$ cat src/rtl/signal_measure_multi_pkg.sv
// meas_pkg: shared definitions for signal_measure_multi.
//   meas_state_e : controller FSM states
//   div_width()  : divider width derived from the counter width
//   DUTY_SCALE   : duty is reported in percent
//   FREQ_W       : width of the saturating frequency result
package meas_pkg;

    typedef enum logic [2:0] {
        ST_IDLE,
        ST_ARM,
        ST_MEAS,
        ST_DIV_F,
        ST_DIV_D,
        ST_DONE
    } meas_state_e;

    localparam int DUTY_SCALE = 100;
    localparam int FREQ_W     = 26;

    // Eight spare bits hold CLK_FREQ*N and hi*100 without overflow.
    function automatic int div_width(input int cnt_w);
        return cnt_w + 8;
    endfunction

endpackage

$ cat src/rtl/meas_divider.sv
// meas_divider: unsigned restoring divider, one quotient bit per cycle.
//   clk, rst_n : clock, synchronous active-low reset
//   start      : load operands (ignored while busy)
//   dividend   : W-bit numerator
//   divisor    : W-bit denominator (0 yields all-ones quotient)
//   busy       : division in progress
//   done       : one-cycle pulse, quotient valid from then on
//   quotient   : W-bit result
module meas_divider #(
    parameter int W = 40
) (
    input  logic         clk,
    input  logic         rst_n,
    input  logic         start,
    input  logic [W-1:0] dividend,
    input  logic [W-1:0] divisor,
    output logic         busy,
    output logic         done,
    output logic [W-1:0] quotient
);
    localparam int CW = $clog2(W + 1);

    logic [W-1:0]  rem;
    logic [W-1:0]  den;
    logic [CW-1:0] cnt;
    logic [W:0]    rem_sh;
    logic [W:0]    diff;
    logic          ge;

    // Quotient register doubles as the dividend shift register.
    always_comb begin
        rem_sh = {rem, quotient[W-1]};
        diff   = rem_sh - {1'b0, den};
        ge     = (rem_sh >= {1'b0, den});
    end

    always_ff @(posedge clk) begin
        if (!rst_n) begin
            rem      <= '0;
            den      <= '0;
            cnt      <= '0;
            busy     <= 1'b0;
            done     <= 1'b0;
            quotient <= '0;
        end else begin
            done <= 1'b0;
            if (start && !busy) begin
                rem      <= '0;
                den      <= divisor;
                quotient <= dividend;
                cnt      <= CW'(W);
                busy     <= 1'b1;
            end else if (busy) begin
                if (cnt != '0) begin
                    rem      <= ge ? diff[W-1:0] : rem_sh[W-1:0];
                    quotient <= {quotient[W-2:0], ge};
                    cnt      <= cnt - 1'b1;
                end else begin
                    busy <= 1'b0;
                    done <= 1'b1;
                end
            end
        end
    end

endmodule

$ cat src/rtl/signal_measure_multi.sv
// signal_measure_multi: selects one of NUM_CH async inputs and measures
// average frequency and duty over N periods, bounded by a timeout.
//   clk, rst_n        : clock, synchronous active-low reset
//   enable            : start pulse, honoured only when idle
//   ch_sel, periods   : channel and period count, latched at start
//   sig_in            : asynchronous inputs
//   busy, finish      : in progress / one-cycle completion pulse
//   timeout           : measurement aborted (valid with finish)
//   freq, duty        : average Hz (saturating) and high percentage
//   high_time/low_time: total high/low cycles over N periods
module signal_measure_multi
    import meas_pkg::*;
#(
    parameter int CLK_FREQ    = 50_000_000,
    parameter int NUM_CH      = 4,
    parameter int CNT_W       = 32,
    parameter int TIMEOUT_CYC = 50_000_000
) (
    input  logic                      clk,
    input  logic                      rst_n,
    input  logic                      enable,
    input  logic [$clog2(NUM_CH)-1:0] ch_sel,
    input  logic [7:0]                periods,
    input  logic [NUM_CH-1:0]         sig_in,
    output logic                      busy,
    output logic                      finish,
    output logic                      timeout,
    output logic [FREQ_W-1:0]         freq,
    output logic [7:0]                duty,
    output logic [CNT_W-1:0]          high_time,
    output logic [CNT_W-1:0]          low_time
);
    localparam int DIV_W = div_width(CNT_W);
    localparam int SEL_W = $clog2(NUM_CH);

    meas_state_e       state;
    logic [NUM_CH-1:0] sync1, sync2;
    logic [SEL_W-1:0]  ch_q;
    logic [7:0]        n_q, edge_cnt;
    logic [CNT_W-1:0]  hi_cnt, lo_cnt, tmo_cnt;
    logic              lvl, lvl_prev, rise, tmo_hit, tmo_q;
    logic [FREQ_W-1:0] freq_q;
    logic [7:0]        duty_q;
    logic              div_start, div_busy, div_done;
    logic [DIV_W-1:0]  div_dividend, div_divisor, div_quo;

    always_ff @(posedge clk) begin
        if (!rst_n) begin
            sync1 <= '0;
            sync2 <= '0;
        end else begin
            sync1 <= sig_in;
            sync2 <= sync1;
        end
    end

    assign lvl     = sync2[ch_q];
    assign rise    = lvl & ~lvl_prev;
    assign tmo_hit = (tmo_cnt >= CNT_W'(TIMEOUT_CYC - 1));

    always_comb begin
        div_dividend = DIV_W'(hi_cnt) * DIV_W'(DUTY_SCALE);
        if (state == ST_DIV_F)
            div_dividend = DIV_W'(CLK_FREQ) * DIV_W'(n_q);
        div_divisor = DIV_W'(hi_cnt) + DIV_W'(lo_cnt);
    end

    meas_divider #(.W(DIV_W)) u_div (
        .clk      (clk),
        .rst_n    (rst_n),
        .start    (div_start & ~div_busy),
        .dividend (div_dividend),
        .divisor  (div_divisor),
        .busy     (div_busy),
        .done     (div_done),
        .quotient (div_quo)
    );

    always_ff @(posedge clk) begin
        if (!rst_n) begin
            state     <= ST_IDLE;
            ch_q      <= '0;
            n_q       <= 8'd1;
            edge_cnt  <= '0;
            hi_cnt    <= '0;
            lo_cnt    <= '0;
            tmo_cnt   <= '0;
            tmo_q     <= 1'b0;
            lvl_prev  <= 1'b0;
            freq_q    <= '0;
            duty_q    <= '0;
            div_start <= 1'b0;
            busy      <= 1'b0;
            finish    <= 1'b0;
            timeout   <= 1'b0;
            freq      <= '0;
            duty      <= '0;
            high_time <= '0;
            low_time  <= '0;
        end else begin
            finish    <= 1'b0;
            div_start <= 1'b0;
            // While idle track the channel about to be latched so the first
            // ARM cycle compares against the same channel's history.
            lvl_prev  <= (state == ST_IDLE) ? sync2[ch_sel] : lvl;
            case (state)
                ST_IDLE: if (enable) begin
                    ch_q     <= ch_sel;
                    n_q      <= (periods == 8'd0) ? 8'd1 : periods;
                    edge_cnt <= '0;
                    hi_cnt   <= '0;
                    lo_cnt   <= '0;
                    tmo_cnt  <= '0;
                    tmo_q    <= 1'b0;
                    busy     <= 1'b1;
                    state    <= ST_ARM;
                end
                ST_ARM: begin
                    tmo_cnt <= tmo_cnt + 1'b1;
                    if (tmo_hit) begin
                        tmo_q <= 1'b1;
                        state <= ST_DONE;
                    end else if (rise) begin
                        state <= ST_MEAS;
                    end
                end
                ST_MEAS: begin
                    // The closing edge cycle is counted as high; it stands in
                    // for the uncounted arming edge cycle, keeping totals exact.
                    tmo_cnt <= tmo_cnt + 1'b1;
                    if (lvl) hi_cnt <= hi_cnt + 1'b1;
                    else     lo_cnt <= lo_cnt + 1'b1;
                    if (rise) edge_cnt <= edge_cnt + 1'b1;
                    if (rise && edge_cnt == n_q - 8'd1) begin
                        div_start <= 1'b1;
                        state     <= ST_DIV_F;
                    end else if (tmo_hit) begin
                        tmo_q <= 1'b1;
                        state <= ST_DONE;
                    end
                end
                ST_DIV_F: if (div_done) begin
                    freq_q    <= (|div_quo[DIV_W-1:FREQ_W]) ? {FREQ_W{1'b1}}
                                                            : div_quo[FREQ_W-1:0];
                    div_start <= 1'b1;
                    state     <= ST_DIV_D;
                end
                ST_DIV_D: if (div_done) begin
                    duty_q <= div_quo[7:0];
                    state  <= ST_DONE;
                end
                ST_DONE: begin
                    finish    <= 1'b1;
                    busy      <= 1'b0;
                    timeout   <= tmo_q;
                    freq      <= tmo_q ? '0 : freq_q;
                    duty      <= tmo_q ? '0 : duty_q;
                    high_time <= tmo_q ? '0 : hi_cnt;
                    low_time  <= tmo_q ? '0 : lo_cnt;
                    state     <= ST_IDLE;
                end
                default: state <= ST_IDLE;
            endcase
        end
    end

endmodule

$ cat config.mk
export PLATFORM = sky130hd
export DESIGN_NAME = signal_measure_multi
export DESIGN_NICKNAME = d
export VERILOG_FILES = /design/src/rtl/signal_measure_multi_pkg.sv /design/src/rtl/meas_divider.sv /design/src/rtl/signal_measure_multi.sv
export SDC_FILE = /design/constraint.sdc
export NUM_CORES = 1
export LEC_CHECK = 0
export CAP_MARGIN = 25
export CORE_MARGIN = 2
export CORE_UTILIZATION = 50
export DETAILED_ROUTE_END_ITERATION = 8
export DONT_BUFFER_PORTS = 1
export HOLD_SLACK_MARGIN = 0.12
export SLEW_MARGIN = 20
export SYNTH_ARGS = -nofsm -noshare
export SYNTH_HDL_FRONTEND = slang
export SYNTH_SLANG_ARGS = --single-unit
export TNS_END_PERCENT = 20
$ cat constraint.sdc
create_clock -name clk -period 5.45 [get_ports clk]
set_clock_uncertainty 0.2 [all_clocks]
set_input_delay 1.635 -clock clk [delete_from_list [all_inputs] [get_ports clk]]
set_output_delay 1.635 -clock clk [all_outputs]
set_load 0.01 [all_outputs]
After elaboration in Yosys (flattened, before gate mapping):

Cells that the tools add are included.

* register bits after elaboration: 391
* latch bits: 0
* RAM bits: 0
* ROM bits: 0
* input port bits: 17
* output and inout port bits: 101
* word-level logic and storage cells: 140
* memories kept: 0

* add/sub/neg operators: 8
* $mul: 2
* divide/modulo/power cells: 0
* order comparisons: 4
* eq/ne operators: 15
* shift operators: 0
* muxes and demuxes: 50
* bitwise operators: 5
* reductions and logical operators: 28

Operator list (number)
* 32-bit one-hot mux with 2 select lines: 3
* 32-bit two-way mux: 5
* 40-bit two-way mux: 4
* 32-bit by 1-bit adder with 32-bit output (second input constant): 3
* 26-bit two-way mux: 2
* 41-bit by 40-bit >= comparator with 1-bit output: 1
* 40-bit subtractor: 1
* 39-bit two-way mux: 1
* 32-bit by 5-bit multiplier with 37-bit output (second input constant): 1
* 32-bit by 32-bit adder with 33-bit output: 1
* 32-bit by 26-bit >= comparator with 1-bit output (second input constant): 1
* 8-bit two-way mux: 4
* 19-bit by 8-bit multiplier with 27-bit output (first input constant): 1
* 3-bit two-way mux: 7
* 6-bit two-way mux: 3
* 8-bit one-hot mux with 2 select lines: 1
* 3-bit one-hot mux with 5 select lines: 1
* 1-bit two-way mux: 14
* 2-bit AND reduction: 7
* 14-bit OR reduction: 1
* 3-bit AND reduction: 4
* 2-bit inequality test (second input constant): 5
* 2-bit nonzero test: 5
* 8-bit by 1-bit adder with 8-bit output (second input constant): 1
* 23 further kinds: 35

Depth between registers and ports, before layout:

Gate-level depths: netlist (run 1).

* depth in word-level cells: 6
* gate-level depth with buffers: 18
* depth with buffers taken out: 18

Hierarchy:

A second synthesis (run 1) with hierarchy kept.

* cell total of the unflattened synthesis: 3277
* area, all modules: 26375.3 µm²

Modules (own cells, without submodules)
* signal_measure_multi: instances 1, cells an instance 2279, area an instance 18511.5 µm², sequential area each 5265.0 µm²
* meas_divider: instances 1, cells an instance 998, area an instance 7863.8 µm², sequential area each 2562.5 µm²

Least setup slack after synthesis (run 1):

OpenSTA, ideal clock, no wires.

* path type: reg-to-reg
* from: reg n_q[6]
* to: reg u_div.quotient[31]
* library setup time: 0.133 ns
* data arrival time: 4.632 ns
* data required time: 5.117 ns
* setup slack: 0.485 ns
* cell stages (with the launch flop): 19
* buffers on the path: 0
* period minus slack after synthesis: 4.965 ns
* cell sequence: dfxtp_1 -> fa_1 -> inv_1 -> fa_1 -> inv_1 -> fa_1 -> inv_1 -> fa_1 -> inv_1 -> ha_1 -> or3_1 -> a221oi_1 -> o31a_1 -> o21ai_1 -> a21oi_1 -> nor2b_1 -> o41ai_1 -> or4_1 -> a31oi_1

* longest elaborated chain between the ends: 3

Ends and longest elaborated chain
* start, declared: RTL line signal_measure_multi.sv:39 `logic [7:0] n_q, edge_cnt;`
* start signal, assigned: RTL line signal_measure_multi.sv:109 `n_q <= (periods == 8'd0) ? 8'd1 : periods;`
* 19-bit by 8-bit multiplier with 27-bit output: RTL line signal_measure_multi.sv:64 `div_dividend = DIV_W'(CLK_FREQ) * DIV_W'(n_q);`
* 39-bit two-way mux: RTL line signal_measure_multi.sv:63 `if (state == ST_DIV_F)`
* 40-bit two-way mux: RTL line meas_divider.sv:47 `if (start && !busy) begin`
* end signal, assigned: RTL line meas_divider.sv:50 `quotient <= dividend;`
* end signal, assigned: RTL line meas_divider.sv:56 `quotient <= {quotient[W-2:0], ge};`
* end, declared: RTL line meas_divider.sv:19 `output logic [W-1:0] quotient`

Every way passes these cells.
A chain may end at the register's enable or synchronous reset.

Final worst setup path (run 1):

* from: reg n_q[5]
* to: reg u_div.quotient[31]

The elaborated chain is that of the path after synthesis.

==> results of run 1 <==
power groups by stage:
stage	combinational, mW	sequential (mW)	clock, mW
4_1_cts	3.22	2.92	3.11
6_report	3.30	2.92	3.04
5_1_grt	3.68	2.93	3.23
3_5_place_dp	3.19	2.98	0
3_3_place_gp	3.11	2.98	0
2_1_floorplan	2.44	2.96	0
layout make-up:
| class | count | area (um2) | area share |
|---|---|---|---|
| multi-input cells | 2283 | 15800 | 0.582 |
| flip-flops and latches | 384 | 7690 | 0.284 |
| repair buffers | 28 | 230 | 0.00850 |
| diodes | 2 | 5.00 | 0.000185 |
| inverters | 283 | 1070 | 0.0394 |
| clock buffers | 61 | 1230 | 0.0456 |
| well taps | 672 | 841 | 0.0311 |
| clock inverters | 17 | 238 | 0.00878 |
metrics by stage:
step / setup WS (ns) / util
6_report: 0.240 / 0.543
5_1_grt: 0.0171 / 0.543
4_1_cts: 0.0633 / 0.542
3_5_place_dp: 0.0812 / 0.512
2_1_floorplan: 0.485 / -
3_3_place_gp: 0.158 / 0.512
layout by cell type (no fill, tap or decap), types with 7 or more instances in the layout:
| master | n |
|---|---|
| a21o_1 | 41 |
| or3_1 | 30 |
| nor3b_1 | 69 |
| clkbuf_8 | 7 |
| and3_1 | 49 |
| xor2_1 | 108 |
| nor2b_1 | 19 |
| mux2i_1 | 26 |
| and2_1 | 18 |
| inv_1 | 282 |
| o22ai_1 | 30 |
| o211a_1 | 7 |
| o21a_1 | 12 |
| ha_1 | 227 |
| o21bai_1 | 11 |
| nand2b_1 | 13 |
| a31oi_1 | 19 |
| a21oi_1 | 333 |
| o21ai_0 | 108 |
| buf_4 | 26 |
| a221oi_1 | 9 |
| nand4_1 | 30 |
| a211oi_1 | 30 |
| nand3_1 | 79 |
| fa_1 | 69 |
| o211ai_1 | 13 |
| nor4_1 | 10 |
| clkbuf_16 | 44 |
| nor2_1 | 353 |
| dfxtp_1 | 383 |
| xnor2_1 | 97 |
| nand2_1 | 229 |
| nor3_1 | 102 |
| clkbuf_1 | 10 |
| a311oi_1 | 22 |
critical path, delay by kind of cell, from the launching register on:
family	cells	cell delay, ns
AOI/OAI and AO/OA	7	1.22
DFF	1	0.33
adders and majority gates	5	2.47
buffers and inverters	4	0.31
and+or+nand+nor	2	0.57
metal layers:
metal	vias to the layer above	global-route usage	wire (um)
met5	-	0	41
met4	6	0.0535	1190
met3	91	0.0474	4010
met2	477	0.407	30400
met1	10100	0.373	33200
li1	10600	-	-
state kept, by name (all words and copies together), names as in the netlist, 2 cells and up:
| signal | cells |
|---|---|
| u_div.den | 33 |
| state | 3 |
| u_div.cnt | 6 |
| edge_cnt | 8 |
| duty | 8 |
| duty_q | 8 |
| sync1 | 4 |
| u_div.quotient | 40 |
| lo_cnt | 32 |
| tmo_cnt | 32 |
| freq | 26 |
| low_time | 32 |
| sync2 | 4 |
| hi_cnt | 32 |
| ch_q | 2 |
| u_div.rem | 40 |
| freq_q | 26 |
| n_q | 8 |
| high_time | 32 |
cells by family after synthesis:
group / share of synthesized area
AO/OA/AOI/OAI: 0.172
XOR/XNOR: 0.0716
adder cells (fa/ha/maj): 0.168
buffers and inverters: 0.0665
flip-flops: 0.307
multiplexers: 0.0126
AND/OR/NAND/NOR: 0.202
timing repair:
action                                  in CTS  in global routing
endpoints found under the setup margin       0                  4
gates resized for setup                      0                  5
setup buffers                                0                  0
worst min path at each step:
stage                                    from                   to  slack (ns)  cells past startpoint
after floorplan           sync1[0]$_SDFF_PN0_  sync2[0]$_SDFF_PN0_        0.21                      1
after global placement    sync1[3]$_SDFF_PN0_  sync2[3]$_SDFF_PN0_        0.23                      1
after detailed placement  sync1[1]$_SDFF_PN0_  sync2[1]$_SDFF_PN0_        0.22                      1
after CTS                 sync1[1]$_SDFF_PN0_  sync2[1]$_SDFF_PN0_        0.23                      1
after global routing      sync1[1]$_SDFF_PN0_  sync2[1]$_SDFF_PN0_        0.25                      1
final                     sync1[1]$_SDFF_PN0_  sync2[1]$_SDFF_PN0_        0.23                      1
==> metrics.yaml, run 1 <==
floorplan:
  chipHeight_um: 228
  initial_core_util: 0.503
  core_area_mm2: 0.0499
  ioPinCount: 118
  rows: 82
  chipWidth_um: 228
  die_area_mm2: 0.0519
setup_path:
  cp-start-kind: "register"
  reg2regPathDepth: 18
  timing.critical_path.to: "u_div.quotient[31]$_SDFFE_PN0P_"
  crit_path_start: "n_q[5]$_SDFFE_PN0P_"
  critical_path_class: "reg2reg"
  nature_of_the_critical_path_endpoint: "register"
  crit_path_cell_trace: "fa_1 -> inv_1 -> fa_1 -> inv_1 -> fa_1 -> inv_1 -> fa_1 -> inv_1 -> ha_1 -> o21a_1 -> o21ai_0 -> o31a_1 -> o21ai_2 -> a21oi_1 -> nor2b_2 -> o41ai_2 -> or4_1 -> a31oi_1"
  critical_path_required_ns: 5.76
  critical_path.max_fanout: 3
  critPathArrivalTime_ns: 5.52
  critical_path.max_stage_delay_ns: 0.60
  critical_path.slowest_cell: "fa_1"
  reg2reg_setup_slack_ns: 0.24
  regToRegStartpoint: "n_q[5]$_SDFFE_PN0P_"
  worst_r2r_endpoint: "u_div.quotient[31]$_SDFFE_PN0P_"
cells_and_area:
  area.growth.synth_to_final_pct: 8.01
  final.fill_count: 4732
  design.final.nets: 3337
  layoutNonFillerInstCount: 3730
  finalInstanceArea_mm2: 0.0271
  post_route_cells_drive_above_1_share: 0.0481
place:
  place_congestion: 0.924
  io_buffers: 0
  dpl.cell_count: 3649
  dp.final_hpwl_um: 51900
  postPlaceCellArea_mm2: 0.0256
status:
  outcome: "completed"
power_and_ir_drop:
  net_switching_power_mw: 3.31
  cell_internal_pwr_mw: 5.95
  cellLeakagePower_nw: 11.6
  share_comb_of_total_power: 0.357
  share_seq_of_total_power: 0.315
  worst_ir_drop_on_vdd_mv: 0.320
  power.switching_fraction: 0.358
  power_density_mw_per_mm2: 342
  clkPwrFrac: 0.328
  fin_total_pwr_mw: 9.26
global_route:
  globalRouteTotalUtil: 0.259
  antenna_found_initial: 7
  first_global_vias: 20000
  grt_pass1_wl_um: 110000
  grt_start_max_net_pins: 125
  total_global_routing_overflow: 0
clocking:
  cts-htree-levels: 2
  number_of_cts_inserted_buffers: 44
  cts_hold_buf: 0
  clk_path_buf_depth: 3
  ctsRootBufferMaster: "clkbuf_16"
  clkSlewWorstSetupHoldPaths_ns: 0.07
  clk_latency_ns: 0.59
  clock_sink_count: 384
  cts_tree: "done"
timing:
  final.min_clock_period_ns: 5.21
  max_clock_freq_mhz: 192
  timing_max_transition_violations_final: 0
  worst_slack_on_hold_paths_ns: 0.231
  setup_violations: 0
  timing.slew.headroom: 0.422
  final_hold_violations: 0
  setup_repair_after_global_routing_missed_its_margin: "no"
  period_share: 0.956
  timing.setup.tns_ns: 0
  tightestPinTransition_ns: 0.867
logic_synthesis:
  warnings_from_yosys: 0
  synthCells: 3105
  netlist.area_leader.share: 0.307
  syn-num-nets: 3418
  ys_types: 86
  synth_sequential_area_ratio: 0.307
  synth.cell_area_mm2: 0.0251
  yosysMostFrequentCell: "dfxtp_1"
  netlist_top_cells_area: "dfxtp_1 (31%), ha_1 (11%), a21oi_1 (6.6%), fa_1 (5.5%), nor2_1 (5.3%)"
  post_synth_top_area_cell: "dfxtp_1"
  ys_async_sr_fraction: 0
  synth-seq-cells: 384
  avg_inst_size_synth_um2: 8.07
  synth_top_cells_by_count: "dfxtp_1 (384), nor2_1 (353), a21oi_1 (333)"
  postSynth.topFlopCell: "dfxtp_1"
  synth_enable_flop_cells: 0
route:
  drtAntennaViolNets: 0
  dr.first_iter.drc_count: 1423
  first_pass_iters: 6
  drt_wirelength_um: 68800
  routed_vias: 21300
  remaining_drc_errors: 0
  routed_wire_length_per_instance_um: 18.4
  vias_per_cell: 5.70
run:
  cap_viol_max_count: 0
min_path:
  hold_class: "reg2reg"
(Power assumes the default switching activity.)
==> run 2: changes to the inputs <==
- TNS_END_PERCENT: 20 -> 10
==> results of run 2 <==
Same layout as run 1: the final DEF is identical, and so are final timing and power.
==> run 3: changes to the inputs <==
- CTS_CLUSTER_SIZE: default -> 40
==> results of run 3 <==
Same layout as run 1: the final DEF is identical, and so are final timing and power.
